### config.mk
export PLATFORM = sky130hd
export DESIGN_NAME = login_controller
export DESIGN_NICKNAME = d
export VERILOG_FILES = /design/src/rtl/login_controller.sv
export SDC_FILE = /design/constraint.sdc
export NUM_CORES = 1
export LEC_CHECK = 0
export BUFFER_PORTS_ARGS = -buffer_cell sky130_fd_sc_hd__buf_4
export CORE_ASPECT_RATIO = 0.6
export CORE_MARGIN = 4
export CORE_UTILIZATION = 45
export DETAILED_ROUTE_END_ITERATION = 8
export GPL_TIMING_DRIVEN = 0
export PLACE_DENSITY = 0.8
export SLEW_MARGIN = 20
export SYNTH_ARGS = -nofsm -noshare
export SYNTH_HDL_FRONTEND = slang
export SYNTH_SLANG_ARGS = --single-unit
### constraint.sdc
create_clock -name clk -period 1.8 [get_ports clk]
set_clock_uncertainty 0.05 [all_clocks]
set_input_delay 0.18 -clock clk [delete_from_list [all_inputs] [get_ports clk]]
set_output_delay 0.18 -clock clk [all_outputs]
set_load 0.05 [all_outputs]
### src/rtl/login_controller.sv
// login_controller: sequences one login request at a time through the
// combinational password verifier, reports grant/deny and tracks
// consecutive failures.
// Optional lockout: define LOGIN_LOCKOUT_EN to enable the timed LOCKED
// state. Without it, locked is tied 0 but fail_count still saturates.
module login_controller #(
  parameter int SETTLE_CYCLES = 2,
  parameter int MAX_FAILS     = 3,
  parameter int LOCK_CYCLES   = 1000
) (
  input  logic        clk,
  input  logic        rst_n,
  input  logic        start,
  input  logic [63:0] username_in,
  input  logic [63:0] password_in,
  output logic [63:0] ver_username,
  output logic [63:0] ver_password,
  input  logic        ver_valid,
  output logic        busy,
  output logic        done,
  output logic        granted,
  output logic        denied,
  output logic        locked,
  output logic        start_rejected,
  output logic [2:0]  fail_count
);

  localparam int SW = (SETTLE_CYCLES > 1) ? $clog2(SETTLE_CYCLES) : 1;
  localparam logic [SW-1:0] SETTLE_LOAD = SW'(SETTLE_CYCLES - 1);
  localparam logic [2:0]    MAX_FC      = 3'(MAX_FAILS);

  typedef enum logic [1:0] {IDLE, CHECK, RESULT, LOCKED} state_t;

  state_t        state_q, state_d;
  logic [SW-1:0] settle_q, settle_d;
  logic [63:0]   user_q, user_d;
  logic [63:0]   pass_q, pass_d;
  logic          busy_q, busy_d;
  logic          done_q, done_d;
  logic          granted_q, granted_d;
  logic          denied_q, denied_d;
  logic          rej_q, rej_d;
  logic [2:0]    fail_q, fail_d;
`ifdef LOGIN_LOCKOUT_EN
  localparam logic [15:0] LOCK_LOAD = 16'(LOCK_CYCLES - 1);
  logic [15:0]   lock_q, lock_d;
  logic          locked_q, locked_d;
`endif

  // Next-state and next-output logic; every output is registered below.
  always_comb begin
    state_d   = state_q;
    settle_d  = settle_q;
    user_d    = user_q;
    pass_d    = pass_q;
    fail_d    = fail_q;
    done_d    = 1'b0;
    granted_d = 1'b0;
    denied_d  = 1'b0;
    rej_d     = start && (state_q != IDLE);
`ifdef LOGIN_LOCKOUT_EN
    lock_d    = lock_q;
    locked_d  = locked_q;
`endif
    case (state_q)
      IDLE: begin
        if (start) begin
          user_d   = username_in;
          pass_d   = password_in;
          settle_d = SETTLE_LOAD;
          state_d  = CHECK;
        end
      end
      CHECK: begin
        // ver_valid only matters on the last settle edge; earlier glitches are ignored.
        if (settle_q == '0) begin
          state_d   = RESULT;
          done_d    = 1'b1;
          granted_d = ver_valid;
          denied_d  = !ver_valid;
          if (ver_valid)
            fail_d = 3'd0;
          else if (fail_q != MAX_FC)
            fail_d = fail_q + 3'd1;
        end else begin
          settle_d = settle_q - SW'(1);
        end
      end
      RESULT: begin
        state_d = IDLE;
`ifdef LOGIN_LOCKOUT_EN
        if (denied_q && (fail_q == MAX_FC)) begin
          state_d  = LOCKED;
          lock_d   = LOCK_LOAD;
          locked_d = 1'b1;
        end
`endif
      end
      LOCKED: begin
`ifdef LOGIN_LOCKOUT_EN
        if (lock_q == 16'd0) begin
          state_d  = IDLE;
          fail_d   = 3'd0;
          locked_d = 1'b0;
        end else begin
          lock_d = lock_q - 16'd1;
        end
`else
        state_d = IDLE;
`endif
      end
      default: state_d = IDLE;
    endcase
    busy_d = (state_d != IDLE);
  end

  // State and output registers; reset aborts any request without a done pulse.
  always_ff @(posedge clk or negedge rst_n) begin
    if (!rst_n) begin
      state_q   <= IDLE;
      settle_q  <= '0;
      user_q    <= '0;
      pass_q    <= '0;
      busy_q    <= 1'b0;
      done_q    <= 1'b0;
      granted_q <= 1'b0;
      denied_q  <= 1'b0;
      rej_q     <= 1'b0;
      fail_q    <= 3'd0;
`ifdef LOGIN_LOCKOUT_EN
      lock_q    <= 16'd0;
      locked_q  <= 1'b0;
`endif
    end else begin
      state_q   <= state_d;
      settle_q  <= settle_d;
      user_q    <= user_d;
      pass_q    <= pass_d;
      busy_q    <= busy_d;
      done_q    <= done_d;
      granted_q <= granted_d;
      denied_q  <= denied_d;
      rej_q     <= rej_d;
      fail_q    <= fail_d;
`ifdef LOGIN_LOCKOUT_EN
      lock_q    <= lock_d;
      locked_q  <= locked_d;
`endif
    end
  end

  assign ver_username   = user_q;
  assign ver_password   = pass_q;
  assign busy           = busy_q;
  assign done           = done_q;
  assign granted        = granted_q;
  assign denied         = denied_q;
  assign start_rejected = rej_q;
  assign fail_count     = fail_q;
`ifdef LOGIN_LOCKOUT_EN
  assign locked         = locked_q;
`else
  assign locked         = 1'b0;
`endif

endmodule

==> results.sh, run 1 <==
export IMPL_hold_viol_final=0
export IMPL_power_total_mw=21.0
export IMPL_netlist_top_cells_count="dfrtp_1, mux2_2, buf_2"
export IMPL_synth_compound_area_share_pct=0.628
export IMPL_p_leak_nw=4.45
export IMPL_ys_ff_latch=139
export IMPL_worst_slew_pin_slew_ns=0.547
export IMPL_grt_max_degree=73
export IMPL_power_per_cell_area_nw_per_um2=2240
export IMPL_netlist_cell_type_count=20
export IMPL_grt_pass1_vias=4944
export IMPL_slew_headroom_pct=63.5
export IMPL_period_share_pct=97.5
export IMPL_ant_nets=0
export IMPL_dpl_cell_count=724
export IMPL_synth_mux_area_share_pct=27.8
export IMPL_routed_wl_microns=16600
export IMPL_cp_max_fo=10
export IMPL_syn_nets=446
export IMPL_synth_xor_area_share_pct=0
export IMPL_pin_count=269
export IMPL_drive_above_1_share_pct=59.7
export IMPL_rows=30
export IMPL_synth_most_common_cell="dfrtp_1"
export IMPL_drc=0
export IMPL_arrival_ns=1.99
export IMPL_h_tree_depth=4
export IMPL_outcome="complete, no violations"
export IMPL_place_ws_ns=-0.156
export IMPL_synthCells=312
export IMPL_cts_clk_slew_worst_paths_ns=0.06
export IMPL_avgSynthCellArea_sq_um=16.6
export IMPL_clock_root_buffer="clkbuf_16"
export IMPL_grt_ovfl_total=0
export IMPL_instances_no_fill=887
export IMPL_die_h_microns=91.1
export IMPL_num_vias=4266
export IMPL_dpl_hpwl_microns=10500
export IMPL_grt_first_pass_wirelength_microns=26700
export IMPL_clkLatencyLatePin_ns=0.40
export IMPL_coreArea_sq_um=11300
export IMPL_rsz0062_at_grt="true"
export IMPL_yosys_most_used_dff="dfrtp_1"
export IMPL_drv_cap=0
export IMPL_setup_worst_path_end_class="register"
export IMPL_cts_tree="done"
export IMPL_cp_data_required_time_ns=2.03
export IMPL_worst_slack_ns=0.0445
export IMPL_dieArea_sq_um=13300
export IMPL_wl_per_cell_microns=18.7
export IMPL_cts_made_buffers=17
export IMPL_antenna_found_initial=1
export IMPL_cts_num_sinks=139
export IMPL_post_cts_setup_buffers=0
export IMPL_synth_edf_count=0
export IMPL_initial_core_util_pct=46.0
export IMPL_irDropWorstVdd_uv=1310
export IMPL_slew_viol_final=0
export IMPL_yosys_warnings=0
export IMPL_seq_area_frac_synth_pct=67.2
export IMPL_synth_top_family_by_area="multiplexers"
export IMPL_clockBufferDepth=2
export IMPL_dr_first_iter_drc_count=137
export IMPL_syn_to_final_growth_pct=81.4
export IMPL_grt_usage_pct=25.4
export IMPL_finalSetupViolations=0
export IMPL_synthAdderAreaFrac_pct=0.483
export IMPL_synth_area_sq_um=5180
export IMPL_hold_class="primary input to asynchronous set/reset pin"
export IMPL_nNetsFinal=864
export IMPL_crit_type="register to register"
export IMPL_dr_pass1_iters=5
export IMPL_fp_dieW_microns=146
export IMPL_yosys_area_top_type="dfrtp_1"
export IMPL_gp_congestion=0.774
export IMPL_synthArstFlopShare_pct=100
export IMPL_critPathLaunchType="register"
export IMPL_max_freq_ghz=0.570
export IMPL_ys_top_cells_by_area="dfrtp_1, mux2_2, buf_2"
export IMPL_portBuffers=267
export IMPL_yosys_area_share_simple_pct=1.84
export IMPL_via_per_inst=4.81
export IMPL_yosys_area_top_type_share_pct=67.2
export IMPL_holdWs_ns=0.294
export IMPL_period_minus_slack_ns=1.76
[registers in the layout (all words and copies together) (netlist names)]
register and cells:
state_q 2, busy 1, settle_q 1, done 1, ver_username 64, start_rejected 1, ver_password 64, fail_count 3
granted 1, denied 1
[critical path: stages (launching register included)]
cell	delay [ns]
dfrtp_1	0.43
nor3b_2	0.25
buf_2	0.29
buf_4	0.24
mux2_2	0.36
[power by group]
group | total (mW) | switching (mW) | internal, mW
sequential | 5.66 | 0.950 | 4.71
clock | 3.82 | 1.30 | 2.53
combinational | 11.5 | 7.54 | 4.00
total | 21.0 | 9.79 | 11.2
[layout by cell type (no fill, tap or decap), drive strengths merged, types with 3 or more instances in the layout]
master,n
mux2,128
dfrtp,139
clkbuf,29
nor2,3
buf,275
clkinv,4
nand2,5
inv,4
dlygate4sd3,131
bufinv,5
[path summary, 6_finish.rpt]
kind	start	endpoint	slack, ns	cells after the start
max	state_q[0]	ver_username[17]	0.04	4
max reg2reg	state_q[0]	ver_username[17]	0.04	4
min in group clk	ver_username[8]	ver_username[8]	0.46	1
min	rst_n	ver_username[46]	0.29	2
max in group asynchronous	rst_n	fail_count[2]	0.70	3
min reg2reg	ver_username[8]	ver_username[8]	0.46	1
[area by class of cell]
type | instances | area [sq um]
Sequential cell | 139 | 3480
Timing Repair Buffer | 399 | 3350
Tap cell | 144 | 180
Buffer | 16 | 113
Clock buffer | 20 | 457
Inverter | 4 | 15.0
Antenna cell | 1 | 2.50
Clock inverter | 11 | 193
Multi-Input combinational cell | 153 | 1600
Fill cell | 530 | 1870
[timing repair]
item,CTS,global route
setup endpoints to repair,109,86
hold buffers,131,0
hold endpoints to repair,202,0
resized for setup,3,10
[per-layer routing]
metal | GRT usage, % | vias up | share of wire [%]
li1 | - | 1933 | -
met1 | 29.2 | 2141 | 39
met2 | 45.4 | 165 | 52
met3 | 8.48 | 27 | 6.9
met4 | 7.43 | 0 | 1.7
met5 | 0 | - | 0
[through the flow]
step	setup TNS, ns	utilization, %	cell area (sq um)
finish	0	83.4	9390
global route	-0.0271	83.4	9390
CTS	0	83.2	9370
detailed placement	-9.10	65.7	7400
global placement	-6.78	65.4	7360
floorplan	0	-	5180
[cell families after synthesis]
family,after synthesis
and+or+nand+nor,17
DFF,139
AOI/OAI and AO/OA,5
buffers and inverters,20
adders and majority gates,2
other,1
muxes,128
No activity file was read; power rests on OpenSTA's default activity.
==> run 2, diff against run 1 <==
--- a/config.mk
+++ b/config.mk
@@ -7,7 +7,7 @@
 export LEC_CHECK = 0
 export BUFFER_PORTS_ARGS = -buffer_cell sky130_fd_sc_hd__buf_4
 export CORE_ASPECT_RATIO = 0.6
-export CORE_MARGIN = 4
+export CORE_MARGIN = 8
 export CORE_UTILIZATION = 45
 export DETAILED_ROUTE_END_ITERATION = 8
 export GPL_TIMING_DRIVEN = 0
==> results.sh, run 2 (same netlist as run 1, synthesis figures left out) <==
export IMPL_busiest_layer="met2"
export IMPL_post_cts_setup_buffers=0
export IMPL_arrival_ns=1.92
export IMPL_dieArea_sq_um=15300
export IMPL_num_vias=4286
export IMPL_cts_clk_slew_worst_paths_ns=0.06
export IMPL_antenna_found_initial=0
export IMPL_hold_class="primary input to asynchronous set/reset pin"
export IMPL_drv_cap=0
export IMPL_grt_pass1_vias=4918
export IMPL_clockBufferDepth=2
export IMPL_grt_max_degree=74
export IMPL_period_share_pct=94.4
export IMPL_met2_usage_pct=44.2
export IMPL_cp_max_fo=10
export IMPL_outcome="complete, no violations"
export IMPL_cts_tree="done"
export IMPL_syn_to_final_growth_pct=81.3
export IMPL_holdWs_ns=0.283
export IMPL_drive_above_1_share_pct=59.8
export IMPL_cts_made_buffers=17
export IMPL_fp_dieW_microns=154
export IMPL_dr_first_iter_drc_count=167
export IMPL_ant_nets=0
export IMPL_clkLatencyLatePin_ns=0.40
export IMPL_crit_slowest_cell="dfrtp_1"
export IMPL_rows=30
export IMPL_grt_first_pass_wirelength_microns=29000
export IMPL_period_minus_slack_ns=1.70
export IMPL_crit_type="register to register"
export IMPL_slew_viol_final=0
export IMPL_grt_util_met3_pct=7.60
export IMPL_crit_start="state_q[1]"
export IMPL_via_per_inst=4.84
export IMPL_nNetsFinal=864
export IMPL_coreArea_sq_um=11300
export IMPL_worstPathCellList="nor3b_4 > buf_6 > buf_4 > mux2_2"
export IMPL_worst_slew_pin_slew_ns=0.501
export IMPL_h_tree_depth=4
export IMPL_met1_usage_pct=27.6
export IMPL_wl_per_cell_microns=20.9
export IMPL_gp_congestion=0.782
export IMPL_slew_headroom_pct=66.6
export IMPL_routed_wl_microns=18500
export IMPL_irDropWorstVdd_uv=1410
export IMPL_initial_core_util_pct=46.0
export IMPL_grt_usage_pct=24.8
export IMPL_pin_count=269
export IMPL_cp_data_required_time_ns=2.02
export IMPL_dr_pass1_iters=4
export IMPL_max_freq_ghz=0.588
export IMPL_drc=0
export IMPL_final_common_cell="buf_4"
export IMPL_grt_ovfl_total=0
export IMPL_setup_worst_path_end_class="register"
export IMPL_final_fill_count=553
export IMPL_p_leak_nw=4.45
export IMPL_final_cell_mix="buf_4, dfrtp_1, dlygate4sd3_1, mux2_2, clkbuf_16"
export IMPL_dpl_hpwl_microns=12000
export IMPL_cts_num_sinks=139
export IMPL_finalSetupViolations=0
export IMPL_power_total_mw=21.1
export IMPL_rsz0062_at_grt="false"
export IMPL_clock_root_buffer="clkbuf_16"
export IMPL_critPathMaxStageDelay_ns=0.44
export IMPL_critPathLaunchType="register"
export IMPL_hold_viol_final=0
export IMPL_die_h_microns=99.1
export IMPL_n_antenna_cell=0
export IMPL_power_per_cell_area_nw_per_um2=2250
export IMPL_portBuffers=267
export IMPL_r2r_start="state_q[1]"
[run 2: per-layer routing]
layer / wire length (microns) / share of wire [%]
met2: 9630 / 52
met1: 7050 / 38
met5: 0 / 0
met4: 506 / 2.7
met3: 1290 / 7.0
[run 2: critical path, delay by kind of cell (launching register included)]
| family | cells | cell delay [ns] |
|---|---|---|
| simple gates | 1 | 0.29 |
| mux | 1 | 0.38 |
| flops | 1 | 0.44 |
| buf+inv | 2 | 0.41 |
[run 2: path summary, 6_finish.rpt]
kind                               endpoint  slack [ns]  cells after the start
hold / removal             ver_password[29]        0.28                      2
setup reg to reg            ver_password[1]        0.10                      4
max in group asynchronous   ver_password[6]        0.69                      3
min in group clk           ver_username[30]        0.46                      1
setup / recovery            ver_password[1]        0.10                      4
hold reg to reg            ver_username[30]        0.46                      1
[run 2: where the power goes]
group	switching [mW]	leakage, nW	total [mW]	internal [mW]
Combinational	7.70	2.50	11.7	4.03
Clock	1.31	0.308	3.73	2.42
Sequential	0.966	1.64	5.68	4.72
Total	9.98	4.45	21.1	11.2
[run 2: final cells by class]
| class | count | area, sq um | area share [%] |
|---|---|---|---|
| Buffer | 16 | 119 | 1.27 |
| Clock buffer | 20 | 467 | 4.97 |
| Clock inverter | 11 | 168 | 1.79 |
| Inverter | 4 | 15.0 | 0.160 |
| Multi-Input combinational cell | 153 | 1610 | 17.1 |
| Sequential cell | 139 | 3480 | 37.1 |
| Tap cell | 144 | 180 | 1.92 |
| Timing Repair Buffer | 399 | 3350 | 35.7 |
[run 2: what timing repair did]
item,in CTS,in global routing
hold buffers,131,0
cloned,0,0
endpoints found under the hold margin,197,0
gates resized for setup,9,10
endpoints found under the setup margin,109,109
pin swaps,0,1
[run 2: through the flow]
stage	cells	setup WS [ns]	TNS [ns]	area [sq um]	utilization, %
after floorplan	312	0.0184	0	5180	-
after global placement	723	-0.162	-13.90	7360	65.4
after detailed placement	724	-0.192	-16.87	7400	65.7
after CTS	886	-0.00794	-0.0295	9370	83.2
after global routing	886	0.00977	0	9390	83.4
final	886	0.101	0	9390	83.4
